===== src/rtl/his_rmw_scheduler.sv =====
// Round-robin histogram increment scheduler: 2-stage read-modify-write pipeline with forwarding and a full-memory clear.
// Define HIS_SAT_EN for saturating counts; without it counts wrap modulo 2**CNT_W.
module his_rmw_scheduler #(
    parameter int NREQ  = 4,
    parameter int PIX_W = 2,
    parameter int NB    = 10,
    parameter int CNT_W = 8
) (
    input  logic                  clk,
    input  logic                  res,
    input  logic [NREQ-1:0]       req_valid,
    input  logic [NREQ*NB-1:0]    req_bin,
    output logic [NREQ-1:0]       req_ready,
    input  logic                  clr_start,
    output logic                  clr_busy,
    output logic                  clr_done,
    output logic                  ram_ren,
    output logic [PIX_W+NB-1:0]   ram_raddr,
    input  logic [CNT_W-1:0]      ram_rdata,
    output logic                  ram_wen,
    output logic [PIX_W+NB-1:0]   ram_waddr,
    output logic [CNT_W-1:0]      ram_wdata
);
    localparam int AW = PIX_W + NB;
    localparam logic [AW-1:0] LAST_ADDR = '1;

    typedef enum logic [1:0] {RUN, DRAIN, CLEAR} state_t;
    state_t state, stateNext;

    logic [2**PIX_W-1:0] validPad;
    logic [PIX_W-1:0]    lastGrant, grantIdx, cand;
    logic                grantAny, canGrant;
    logic                vld_p1, fwd_p1, doneQ;
    logic [AW-1:0]       addr_p1, clrCnt;
    logic [CNT_W-1:0]    fwdData_p1, oldCnt;

    function automatic logic [CNT_W-1:0] incCount(input logic [CNT_W-1:0] old);
`ifdef HIS_SAT_EN
        return (&old) ? old : old + 1'b1;
`else
        return old + 1'b1;
`endif
    endfunction

    assign validPad = (2**PIX_W)'(req_valid);
    assign canGrant = (state == RUN) && !clr_start;

    // Search starts just after the previous winner and wraps at NREQ-1.
    always_comb begin
        grantAny = 1'b0;
        grantIdx = '0;
        cand     = '0;
        for (int k = 1; k <= NREQ; k++) begin
            cand = PIX_W'((int'(lastGrant) + k) % NREQ);
            if (!grantAny && validPad[cand]) begin
                grantAny = 1'b1;
                grantIdx = cand;
            end
        end
    end

    always_ff @(posedge clk or negedge res) begin
        if (!res) begin
            state <= RUN;
        end else begin
            state <= stateNext;
        end
    end

    always_comb begin
        stateNext = state;
        unique case (state)
            RUN:     if (clr_start) stateNext = vld_p1 ? DRAIN : CLEAR;
            DRAIN:   stateNext = CLEAR;
            CLEAR:   if (clrCnt == LAST_ADDR) stateNext = RUN;
            default: stateNext = RUN;
        endcase
    end

    // Stage 0 (read issue) and stage 1 (write back) outputs
    always_comb begin
        req_ready = '0;
        ram_ren   = 1'b0;
        ram_raddr = '0;
        if (canGrant && grantAny) begin
            req_ready = NREQ'(1) << grantIdx;
            ram_ren   = 1'b1;
            ram_raddr = {grantIdx, req_bin[int'(grantIdx)*NB +: NB]};
        end
        // The RAM returns the pre-write value on a same-cycle read/write collision.
        oldCnt    = fwd_p1 ? fwdData_p1 : ram_rdata;
        ram_wen   = vld_p1 || (state == CLEAR);
        ram_waddr = vld_p1 ? addr_p1 : ((state == CLEAR) ? clrCnt : '0);
        ram_wdata = vld_p1 ? incCount(oldCnt) : '0;
        clr_busy  = (state != RUN);
        clr_done  = doneQ;
    end

    // Stage 0 -> stage 1 boundary: control
    always_ff @(posedge clk or negedge res) begin
        if (!res) begin
            lastGrant <= PIX_W'(NREQ - 1);
            vld_p1    <= 1'b0;
            fwd_p1    <= 1'b0;
            clrCnt    <= '0;
            doneQ     <= 1'b0;
        end else begin
            vld_p1 <= ram_ren;
            fwd_p1 <= ram_ren && vld_p1 && (ram_raddr == addr_p1);
            if (ram_ren) lastGrant <= grantIdx;
            clrCnt <= (state == CLEAR) ? clrCnt + 1'b1 : '0;
            doneQ  <= (state == CLEAR) && (clrCnt == LAST_ADDR);
        end
    end

    // Stage 0 -> stage 1 boundary: data
    always_ff @(posedge clk) begin
        addr_p1    <= ram_raddr;
        fwdData_p1 <= ram_wdata;
    end
endmodule


===== config.mk =====
export PLATFORM = sky130hd
export DESIGN_NAME = his_rmw_scheduler
export DESIGN_NICKNAME = d
export VERILOG_FILES = /design/src/rtl/his_rmw_scheduler.sv
export SDC_FILE = /design/constraint.sdc
export NUM_CORES = 1
export LEC_CHECK = 0
export CORE_MARGIN = 5
export CORE_UTILIZATION = 45
export CTS_CLUSTER_SIZE = 14
export DETAILED_ROUTE_END_ITERATION = 10
export PLACE_DENSITY = 0.8
export SLEW_MARGIN = 20
export SYNTH_ARGS = -nofsm -noshare
export SYNTH_HDL_FRONTEND = slang
export SYNTH_SLANG_ARGS = --single-unit

===== constraint.sdc =====
create_clock -name clk -period 2.55 [get_ports clk]
set_input_delay 0.255 -clock clk [delete_from_list [all_inputs] [get_ports clk]]
set_output_delay 0.255 -clock clk [all_outputs]
set_load 0.01 [all_outputs]

==> out/qor.csv <==
metric,value,unit
worst_pin_slew,0.8477,ns
finalCritPeriodShare,102.4,%
ant_nets,0,
crit_path_max_incr_delay,0.56,ns
coreArea,5473,µm²
clk_path_buf_depth,2,
r2r_cells,10,
top_layer,met4,
yosysMostFrequentCell,nand2_1,
synth-main-ff-cell,dfxtp_1,
grt_max_degree,28,
synth_top_family_by_area,simple AND/OR/NAND/NOR gates,
ys_seq_area_share,34.77,%
vias_per_cell,5.906,
die-width,84.93,µm
drc_errors,0,
cap_violations,0,
wl_met1,3762,µm
critPathRequiredTime,2.30,ns
rsz0062_at_grt,true,
synth_simple_gate_area_share,29.47,%
wl_met3,641,µm
ff2ff_setup_slack,-0.04,ns
worst-setup-path-type,register to output pin,
muxShareOfSynthArea,3.318,%
synth_edf_count,0,
synthTopCellsByArea,"dfrtp_1 17%, dfxtp_1 16%, nand2_1 7.4%",
antenna_found_initial,0,
clock_latency,0.29,ns
cts_buffers,5,
die_area,7212,µm²
synth_top_area_share,16.84,%
ys_ff_latch,39,
grt_pass1_vias,3073,
cts-htree-levels,2,
grt_usage,24.67,%
synth_xor_area_share,4.854,%
yosysTopAreaCell,dfrtp_1,
cts_tree,done,
crit_chain,and2b_4 > buf_4 > nor3_4 > o21ai_2 > buf_6 > a221oi_2 > nor3_2 > dlymetal6s2s_1,
regToRegStartpoint,lastGrant[0],
grt_pass1_wl,14610,µm
fmax,0.3828,GHz
violations,negative setup slack,
start_util,46.16,%
syn-num-nets,369,
fin_worst_skew,0.01159,ns
slew_headroom,43.31,%
status,"finished, violations left",
worst_setup_path_start_kind,register,
pwr_density_cell,372.0,nW/µm²
regToRegEndpoint,fwd_p1,
io_buffers,94,
synthesis.area,2526,µm²
wl_per_cell,19.01,µm
hold_path_class,input port to async pin,
synth-compound-area-share,22.29,%
crit_slowest_cell,dfstp_2,
clk_pin_slew,0.08,ns
drtIter0Drc,145,
row_count,27,
routed-wl-met2,5254,µm
min_period,2.612,ns
p_total,1.630,mW
syn_area_per_cell,8.097,µm²
synthDistinctLibCells,57,
power.leakage,1.871,nW
critPathMaxFanout,10,
drv_slew,0,
ys_async_sr_fraction,48.72,%
synth_common_cells,"50 x nand2_1, 32 x nor2_1, 22 x o21ai_0",
finalSetupViolations,5,
fin_ws,-0.06246,ns
place_congestion,0.8999,
final_layout_size_suffix_gt1_share,33.12,%
arrival,2.36,ns
dp_slack,-0.3819,ns
overflow,0,
cp-end-kind,output pin,
fillers,346,
nets,515,
n_antenna_cell,0,
peakVddDrop,0.2305,mV
synth_cells,312,
ioPinCount,95,
firstDrtPassIters,6,
clockRootBuffer,clkbuf_8,
die_h,84.93,µm
ys.warnings.count,0,
wl,10090,µm
area_delta_synth_final,73.40,%
vias,3136,
synthAdderAreaFrac,0.9906,%
dp_hpwl,6300,µm
cts.sinks,39,
hold_viol_final,0,
critical path: cells and delay by family (launching register included):
family / cells / cell delay [ns]
compound gates: 2 / 0.51
buf+inv: 3 / 0.49
flops: 1 / 0.56
simple gates: 3 / 0.51
power by group:
group          switching (mW)  internal [mW]  leakage (nW)
Clock                   0.215          0.317        0.0612
Sequential            0.00224          0.617         0.398
Combinational           0.228          0.250          1.41
Total                   0.446           1.18          1.87
placed cells by master (no fill, tap or decap), drive strengths merged, types with 9 or more instances in the layout:
cell type / synthesis / layout
nor2: 32 / 32
o21ai: 24 / 24
a21oi: 20 / 20
clkbuf: 8 / 14
clkdlybuf4s50: 0 / 71
nand2: 50 / 50
buf: 6 / 62
dfxtp: 20 / 20
and2: 9 / 9
dfrtp: 17 / 17
per-layer routing:
metal	GRT usage, %	vias to the layer above
met5	0	-
met1	28.90	1502
li1	-	1414
met2	44.63	178
met4	10.22	0
met3	3.786	42
state kept, by name, summed over array words and instances (netlist names):
signal	flops
lastGrant	2
state	2
fwdData_p1	8
addr_p1	12
clr_done	1
vld_p1	1
clrCnt	12
fwd_p1	1
final cells by class:
cell class                 instances  area, µm²  share of cell area, %
timing repair buffer             153       1405                  32.08
clock inverter                     2      35.03                 0.7998
inverter                           8      35.03                 0.7998
multi-input combinational        251       1853                  42.30
tap                               72      90.09                  2.057
clock buffer                       6      82.58                  1.885
sequential                        39      879.6                  20.08
cell families (layout without fill, tap and decap cells):
group	after synthesis	in the layout
buffers and inverters	22	169
AND/OR/NAND/NOR	145	145
AO/OA/AOI/OAI	82	82
adder cells (fa/ha/maj)	2	2
multiplexers	8	8
flip-flops	39	39
XOR/XNOR	14	14
per-stage QoR:
stage	instances	setup TNS (ns)	utilization [%]	hold slack (ns)	area, µm²
after floorplan	312	0	-	-0.04059	2526
after global placement	510	-3.851	69.96	0.4963	3829
after detailed placement	510	-4.346	69.96	0.5011	3829
after CTS	529	-1.384	77.11	0.4612	4220
after global routing	531	-0.8692	80.04	0.5120	4380
final	531	-0.1938	80.04	0.4433	4380
worst max-delay path by stage:
stage | start | endpoint | slack, ns | depth (start not counted)
final | lastGrant[0] | ram_raddr[7] | -0.06 | 8
after global routing | lastGrant[0] | ram_raddr[7] | -0.15 | 8
after CTS | lastGrant[0] | ram_raddr[4] | -0.19 | 7
after detailed placement | req_valid[3] | ram_raddr[8] | -0.38 | 9
after global placement | req_valid[3] | ram_raddr[8] | -0.32 | 8
after floorplan | lastGrant[0] | fwd_p1 | 0.16 | 9
timing repair:
| item | CTS | global route |
|---|---|---|
| cloned | 0 | 1 |
| setup endpoints to repair | 22 | 15 |
| pin swaps | 10 | 23 |
| resized for setup | 71 | 59 |
| hold buffers | 0 | 0 |
| setup buffers | 11 | 7 |
(Power assumes the default switching activity.)
